==> src/rtl/alu_rs_pkg.sv <==
// Shared types, widths and opcodes for the integer ALU reservation station.
// Entry layout lives here so the top and the bench agree on field widths.
package alu_rs_pkg;

  localparam int INST_OPT_W = 6;
  localparam int WORD_W     = 32;
  localparam int ROB_IDX_W  = 4;

  typedef logic [INST_OPT_W-1:0] inst_opt_t;
  typedef logic [WORD_W-1:0]     word_t;
  typedef logic [ROB_IDX_W-1:0]  rob_idx_t;

  localparam logic  TRUE      = 1'b1;
  localparam logic  FALSE     = 1'b0;
  localparam word_t ZERO_WORD = '0;

  localparam inst_opt_t OPT_ADD  = 6'd1;
  localparam inst_opt_t OPT_SUB  = 6'd2;
  localparam inst_opt_t OPT_ADDI = 6'd3;
  localparam inst_opt_t OPT_BEQ  = 6'd4;
  localparam inst_opt_t OPT_AND  = 6'd5;

  typedef struct packed {
    inst_opt_t opt;
    logic      rdy1;
    word_t     val1;
    rob_idx_t  q1;
    logic      rdy2;
    word_t     val2;
    rob_idx_t  q2;
    word_t     imm;
    rob_idx_t  rob_idx;
  } rs_entry_t;

endpackage

==> src/rtl/rs_prio_enc.sv <==
// Lowest-set-bit priority encoder used for the free-slot and ready-slot picks.
module rs_prio_enc #(
  parameter int RS_DEPTH = 8,
  parameter int RS_IDX_W = 3
) (
  input  logic [RS_DEPTH-1:0] vec,
  output logic [RS_IDX_W-1:0] idx,
  output logic                found
);

  // Scan high-to-low so the last hit written is the lowest index.
  always_comb begin
    idx   = '0;
    found = 1'b0;
    for (int i = RS_DEPTH - 1; i >= 0; i--) begin
      if (vec[i]) begin
        idx   = RS_IDX_W'(i);
        found = 1'b1;
      end
    end
  end

endmodule

==> src/rtl/alu_rs.sv <==
// Integer ALU reservation station: holds ops until operands arrive via the CDBs, issues one per cycle.
// Optional ALU_RS_CDB_BYPASS_EN: dispatch also captures a CDB broadcast of its own pending tags.
module alu_rs
  import alu_rs_pkg::*;
#(
  parameter int RS_DEPTH = 8,
  parameter int RS_IDX_W = 3
) (
  input  logic                  clk,
  input  logic                  rst_n,
  input  logic                  rdy,
  input  logic                  rob_flush,
  input  logic                  disp_valid,
  input  logic [INST_OPT_W-1:0] disp_opt,
  input  logic                  disp_rdy1,
  input  logic [WORD_W-1:0]     disp_val1,
  input  logic [ROB_IDX_W-1:0]  disp_q1,
  input  logic                  disp_rdy2,
  input  logic [WORD_W-1:0]     disp_val2,
  input  logic [ROB_IDX_W-1:0]  disp_q2,
  input  logic [WORD_W-1:0]     disp_imm,
  input  logic [ROB_IDX_W-1:0]  disp_rob_idx,
  output logic                  rs_full,
  input  logic                  cdb_alu_valid,
  input  logic [ROB_IDX_W-1:0]  cdb_alu_src,
  input  logic [WORD_W-1:0]     cdb_alu_val,
  input  logic                  cdb_lsb_valid,
  input  logic [ROB_IDX_W-1:0]  cdb_lsb_src,
  input  logic [WORD_W-1:0]     cdb_lsb_val,
  output logic                  alu_en,
  output logic [INST_OPT_W-1:0] rs_opt,
  output logic [WORD_W-1:0]     rs_val1,
  output logic [WORD_W-1:0]     rs_val2,
  output logic [WORD_W-1:0]     rs_imm,
  output logic [ROB_IDX_W-1:0]  rs_rob_idx
);

  localparam logic [RS_IDX_W:0] CNT_ONE  = (RS_IDX_W+1)'(1);
  localparam logic [RS_IDX_W:0] CNT_FULL = (RS_IDX_W+1)'(RS_DEPTH);

  rs_entry_t entry_q [RS_DEPTH];
  rs_entry_t entry_d [RS_DEPTH];
  rs_entry_t new_entry;

  logic [RS_DEPTH-1:0] busy_q, busy_d, ready_vec;
  logic [RS_IDX_W:0]   count_q, count_d;
  logic                full_q, full_d, alu_en_q, alu_en_d;
  inst_opt_t           rs_opt_q, rs_opt_d;
  word_t               rs_val1_q, rs_val1_d, rs_val2_q, rs_val2_d, rs_imm_q, rs_imm_d;
  rob_idx_t            rs_rob_idx_q, rs_rob_idx_d;
  logic [RS_IDX_W-1:0] free_idx, sel_idx;
  logic                free_found, sel_found, accept, issue;

  // ALU bus is checked first so it wins on a (tag-collision) double match.
  function automatic rs_entry_t wake(input rs_entry_t e);
    rs_entry_t r;
    r = e;
    if (!e.rdy1 && cdb_alu_valid && cdb_alu_src == e.q1) begin
      r.rdy1 = TRUE; r.val1 = cdb_alu_val;
    end else if (!e.rdy1 && cdb_lsb_valid && cdb_lsb_src == e.q1) begin
      r.rdy1 = TRUE; r.val1 = cdb_lsb_val;
    end
    if (!e.rdy2 && cdb_alu_valid && cdb_alu_src == e.q2) begin
      r.rdy2 = TRUE; r.val2 = cdb_alu_val;
    end else if (!e.rdy2 && cdb_lsb_valid && cdb_lsb_src == e.q2) begin
      r.rdy2 = TRUE; r.val2 = cdb_lsb_val;
    end
    return r;
  endfunction

  always_comb begin
    for (int i = 0; i < RS_DEPTH; i++) begin
      ready_vec[i] = busy_q[i] & entry_q[i].rdy1 & entry_q[i].rdy2;
    end
  end

  rs_prio_enc #(.RS_DEPTH(RS_DEPTH), .RS_IDX_W(RS_IDX_W)) u_free_pick (
    .vec(~busy_q), .idx(free_idx), .found(free_found)
  );
  rs_prio_enc #(.RS_DEPTH(RS_DEPTH), .RS_IDX_W(RS_IDX_W)) u_ready_pick (
    .vec(ready_vec), .idx(sel_idx), .found(sel_found)
  );

  assign accept = rdy && !rob_flush && disp_valid && !full_q && free_found;
  assign issue  = rdy && !rob_flush && sel_found;

  always_comb begin
    new_entry = '{opt: disp_opt, rdy1: disp_rdy1, val1: disp_val1, q1: disp_q1,
                  rdy2: disp_rdy2, val2: disp_val2, q2: disp_q2,
                  imm: disp_imm, rob_idx: disp_rob_idx};
`ifdef ALU_RS_CDB_BYPASS_EN
    new_entry = wake(new_entry);
`endif
  end

  always_comb begin
    entry_d      = entry_q;
    busy_d       = busy_q;
    count_d      = count_q;
    alu_en_d     = FALSE;
    rs_opt_d     = rs_opt_q;
    rs_val1_d    = rs_val1_q;
    rs_val2_d    = rs_val2_q;
    rs_imm_d     = rs_imm_q;
    rs_rob_idx_d = rs_rob_idx_q;
    if (rdy && rob_flush) begin
      busy_d  = '0;
      count_d = '0;
    end else if (rdy) begin
      for (int i = 0; i < RS_DEPTH; i++) begin
        if (busy_q[i]) entry_d[i] = wake(entry_q[i]);
      end
      if (issue) begin
        rs_opt_d        = entry_q[sel_idx].opt;
        rs_val1_d       = entry_q[sel_idx].val1;
        rs_val2_d       = entry_q[sel_idx].val2;
        rs_imm_d        = entry_q[sel_idx].imm;
        rs_rob_idx_d    = entry_q[sel_idx].rob_idx;
        alu_en_d        = TRUE;
        busy_d[sel_idx] = FALSE;
      end
      // free_idx comes from busy_q, so a slot freed by this issue is never the target.
      if (accept) begin
        entry_d[free_idx] = new_entry;
        busy_d[free_idx]  = TRUE;
      end
      if (accept && !issue)      count_d = count_q + CNT_ONE;
      else if (!accept && issue) count_d = count_q - CNT_ONE;
    end
    full_d = (count_d == CNT_FULL);
  end

  always_ff @(posedge clk or negedge rst_n) begin
    if (!rst_n) begin
      for (int i = 0; i < RS_DEPTH; i++) entry_q[i] <= '0;
      busy_q       <= '0;
      count_q      <= '0;
      full_q       <= FALSE;
      alu_en_q     <= FALSE;
      rs_opt_q     <= '0;
      rs_val1_q    <= ZERO_WORD;
      rs_val2_q    <= ZERO_WORD;
      rs_imm_q     <= ZERO_WORD;
      rs_rob_idx_q <= '0;
    end else begin
      entry_q      <= entry_d;
      busy_q       <= busy_d;
      count_q      <= count_d;
      full_q       <= full_d;
      alu_en_q     <= alu_en_d;
      rs_opt_q     <= rs_opt_d;
      rs_val1_q    <= rs_val1_d;
      rs_val2_q    <= rs_val2_d;
      rs_imm_q     <= rs_imm_d;
      rs_rob_idx_q <= rs_rob_idx_d;
    end
  end

  assign rs_full    = full_q;
  assign alu_en     = alu_en_q;
  assign rs_opt     = rs_opt_q;
  assign rs_val1    = rs_val1_q;
  assign rs_val2    = rs_val2_q;
  assign rs_imm     = rs_imm_q;
  assign rs_rob_idx = rs_rob_idx_q;

  // Dispatching into a full station is a dispatcher bug; the op is silently dropped.
  assert property (@(posedge clk) disable iff (!rst_n) !(rdy && disp_valid && rs_full));

endmodule

==> config.mk <==
export PLATFORM = sky130hd
export DESIGN_NAME = alu_rs
export DESIGN_NICKNAME = d
export VERILOG_FILES = /design/src/rtl/alu_rs_pkg.sv /design/src/rtl/rs_prio_enc.sv /design/src/rtl/alu_rs.sv
export SDC_FILE = /design/constraint.sdc
export NUM_CORES = 2
export LEC_CHECK = 0
export CAP_MARGIN = 20
export CELL_PAD_IN_SITES_DETAIL_PLACEMENT = 1
export CELL_PAD_IN_SITES_GLOBAL_PLACEMENT = 2
export CORE_MARGIN = 4
export CORE_UTILIZATION = 30
export CTS_CLUSTER_SIZE = 24
export DETAILED_ROUTE_END_ITERATION = 8
export HOLD_SLACK_MARGIN = 0.03
export PLACE_DENSITY_LB_ADDON = 0.1
export SLEW_MARGIN = 5
export SYNTH_ARGS = -nofsm -noshare
export SYNTH_HDL_FRONTEND = slang
export SYNTH_SLANG_ARGS = --single-unit
export TNS_END_PERCENT = 30
==> constraint.sdc <==
create_clock -name clk -period 2.12 [get_ports clk]
set_input_delay 0.212 -clock clk [delete_from_list [all_inputs] [get_ports clk]]
set_output_delay 0.212 -clock clk [all_outputs]
set_load 0.005 [all_outputs]
==> reports/results.tsv <==
stage	metric	value	unit
cells_and_area	final instance area	0.08043	mm²
grt	initial antenna violation count	11	
setup_path	CP Class	flip-flop to flip-flop	
setup_path	Worst Setup End Kind	flip-flop	
synth	post-synthesis sequential area ratio	0.4544	
setup_path	reg2reg start	entry_q[304]$_DFFE_PN0P_	
cts	CTS H-tree lvls	4	
setup_path	WP buf/inv	3	
routing	ANT nets after route	0	
timing	final setup fails	777	
power	Reg power frac	0.401	
setup_path	CP Launch Type	flip-flop	
routing	DRT Wirelength	338700	µm
routing	Via-to-Cell Ratio	6.066	
setup_path	CP max stage cell	dfrtp_2	
place	Area after DPL	0.07068	mm²
synth	synth unique cells	71	
timing	fin. max-slew vios	0	
power	combinational share of power	0.234	
hold_path	Hold WC Path Type	input port to flip-flop	
cts	Worst-Skew Late Latency	0.81	ns
timing	Worst Tran Pin Value	1.165	ns
place	Buffers on Ports	302	
setup_path	data required time at the worst endpoint	2.81	ns
place	Inst Count DP	9441	
cts	Clock Pin Slew Worst Setup and Hold Paths	0.07	ns
die	Rows	160	
cts	total CTS buffers	137	
synth	cell area after synthesis	0.05772	mm²
place	Place WS	-0.9396	ns
cts	Sink Count	1048	
cells_and_area	final std cells w/o fill	9877	
grt	gr ovfl total	0	
grt	largest net degree at the start of global routing	64	
power	static leakage	37.78	nW
routing	First-pass DRT Iterations	9	
cells_and_area	Nets	7453	
setup_path	CP arrival	3.20	ns
die	die height	446.6	µm
setup_path	Worst R2R End	rs_val2[24]$_DFFE_PN0P_	
synth	top-area cell type share of the netlist area	0.4544	
timing	Setup WS post-layout	-0.3881	ns
run_status	failing checks	setup timing	
place	detailed placer's ending HPWL	208500	µm
setup_path	worst-path fanout max	15	
cts	CTS tree	built	
routing	First DRT Iteration DRCs	6096	
synth	Post-synth EDFFs	0	
timing	relative slew slack	0.2207	
hold_path	Hold Path Origin	disp_imm[8]	
cells_and_area	layout cells sized above 1	0.2154	
grt	first-pass GRT wire length	464400	µm
timing	Worst Hold Slack	0.1541	ns
synth	Synth area leaders	dfrtp_1 45%, nand2_1 10%, mux2i_1 8.6%	
synth	ys flop type	dfrtp_1	
synth	Syn Nets	6754	
run_status	outcome	finished with violations	
cells_and_area	P&R area growth vs syn	39.35	%
routing	DRC	0	
die	Die W	446.6	µm
die	Core ar.	0.1908	mm²
setup_path	Setup crit end	rs_val2[24]$_DFFE_PN0P_	
setup_path	CP startpoint	entry_q[304]$_DFFE_PN0P_	
synth	cell count after synthesis	6557	
timing	period utilization	1.183	
die	Top-Level Pins	303	
grt	All-Layer GR Usage	0.3191	
power	Clock power frac	0.365	
power	Internal	45.21	mW
synth	cell taking the most area after synthesis	dfrtp_1	
setup_path	CP cell instances	and3_4 -> or2_4 -> buf_8 -> or3_4 -> nand2_8 -> buf_12 -> buf_16 -> a31oi_1 -> a22o_1	
cts	Root Buffer Master	clkbuf_16	
timing	clk_skew	0.02749	ns
setup_path	CP top delay family	simple AND/OR/NAND/NOR gates	
synth	synth warn	0	
cts	clk buf depth	3	
synth	syn_area_per_cell	8.802	µm²
synth	number of synthesized register bits	1048	
timing	fmax	398.7	MHz
run	MaxCap Viol Count	0	
die	Initial Util	0.3025	
routing	routed vias	59920	
timing	RSZ-0062 raised after global routing	yes	
setup_path	CP Depth	9	
timing	final hold viol count	0	
routing	DR WL/cell	34.29	µm
setup_path	slowest cell delay on critical path	0.46	ns
power	Psw	20.29	mW
power	switching share of power	0.3097	
power	Max IR drop VDD	557.8	µV
synth	Synth async-reset ratio	1.000	
timing	Final min period	2.508	ns
grt	vias in the first global route	61820	
place	gpl congestion	0.8781	
power	PwrDens	814.4	mW/mm²
setup_path	reg2reg setup slack	-0.39	ns
setup_path	worst r2r path cells	9	
die	die area	0.1995	mm²
## cells in the final DEF, fill, tap and decap left out, types with 12 or more instances in the layout
master,n
mux2i_1,490
clkdlybuf4s50_1,301
buf_12,316
a21oi_1,352
a221oi_2,90
a211oi_1,16
a21oi_2,19
nand3_1,118
o22ai_1,237
or3_4,19
o21ai_0,178
dfrtp_1,1038
a222oi_1,126
or3_1,89
inv_1,48
nor2_2,35
o22ai_2,17
a221oi_1,193
clkinv_2,18
clkbuf_1,41
o21ai_1,31
a22oi_1,25
xor2_1,12
buf_6,52
xnor2_1,42
a31oi_1,96
a22o_1,352
buf_16,38
nor2_1,398
nand2_1,1523
clkbuf_16,173
clkbuf_8,24
a21oi_4,12
buf_4,518
nor2_4,69
## metal layers
| metal | track usage | share of wire | routed length (µm) |
|---|---|---|---|
| met5 | 0 | 0.00017 | 56 |
| met4 | 0.1581 | 0.060 | 20330 |
| met3 | 0.04889 | 0.067 | 22660 |
| met2 | 0.5281 | 0.47 | 157700 |
| met1 | 0.4057 | 0.41 | 137900 |
## worst min-delay path by stage
stage                                    end  depth (start not counted)
floorplan                   alu_en$_DFF_PN0_                          0
global placement    entry_q[300]$_DFFE_PN0P_                          1
detailed placement  entry_q[300]$_DFFE_PN0P_                          1
CTS                 entry_q[347]$_DFFE_PN0P_                          3
global route        entry_q[589]$_DFFE_PN0P_                          3
finish              entry_q[360]$_DFFE_PN0P_                          3
## what timing repair did
action | 4_1_cts | 5_1_grt
setup endpoints to repair | 784 | 907
setup buffers | 55 | 82
endpoints found under the hold margin | 738 | 0
hold buffers | 2 | 0
gates resized for setup | 251 | 313
cloned | 23 | 35
pin swaps | 25 | 119
## cell usage after synthesis, drive strengths merged, types with 15 or more instances
cell type     n
o21ai       219
a211oi       19
nand2b       16
clkbuf      446
a22o        352
nand3       123
a22oi        27
a31oi       107
mux2i       496
a221oi      285
o21a         15
nand2      1532
inv          56
or3         108
dfrtp      1048
a21oi       383
o22ai       262
buf         268
a222oi      126
xnor2        46
nor2        502
## power by group through the flow
stage / sequential [mW] / clock [mW] / combinational [mW]
after floorplan: 25.4 / 0 / 8.13
after global placement: 26.5 / 0 / 14.2
after global routing: 26.6 / 25.1 / 16.6
after detailed placement: 26.5 / 0 / 14.5
final: 26.3 / 23.9 / 15.3
after CTS: 26.2 / 24.4 / 15.0
## state kept, by name (all words and copies together) (netlist names)
signal	flops
rs_opt	6
rs_rob_idx	4
count_q	4
rs_val1	32
busy_q	8
rs_val2	32
rs_imm	32
rs_full	1
entry_q	928
alu_en	1
## cells by family (layout without fill, tap and decap cells)
logic type                 Yosys count  count (layout)  share of synthesized area
and+or+nand+nor                   2349            2351                     0.1661
AOI/OAI and AO/OA                 1834            1834                     0.2265
DFF                               1048            1048                     0.4544
buffers and inverters              770            1570                    0.05779
muxes                              496             496                    0.08602
xor gates and xnor gates            58              58                   0.008801
adders and majority gates            2               2                  0.0004335
other                                0               7                          0
## area by class of cell
| cell class | instances | area, µm² |
|---|---|---|
| well taps | 2511 | 3142 |
| diodes | 7 | 17.52 |
| fillers | 21150 | 110400 |
| flip-flops and latches | 1048 | 26240 |
| repair buffers | 1272 | 15950 |
| clock buffers | 206 | 4013 |
| multi-input cells | 4741 | 30450 |
| clock inverters | 36 | 409.1 |
| inverters | 56 | 215.2 |
## worst register-to-register path, cell delays in order (launching register included)
cell	delay, ns
dfrtp_2	0.46
and3_4	0.20
or2_4	0.27
buf_8	0.15
or3_4	0.45
nand2_8	0.14
buf_12	0.18
buf_16	0.20
a31oi_1	0.11
a22o_1	0.22
## through the flow
step / TNS [ns] / power [mW] / utilization
2_1_floorplan: -7.528 / 33.50 / -
3_3_place_gp: -536.98 / 40.64 / 0.3705
3_5_place_dp: -565.75 / 40.96 / 0.3705
4_1_cts: -70.06 / 65.58 / 0.4060
5_1_grt: -153.86 / 68.30 / 0.4215
6_report: -92.53 / 65.50 / 0.4216
Power figures use the tool's default switching activity.
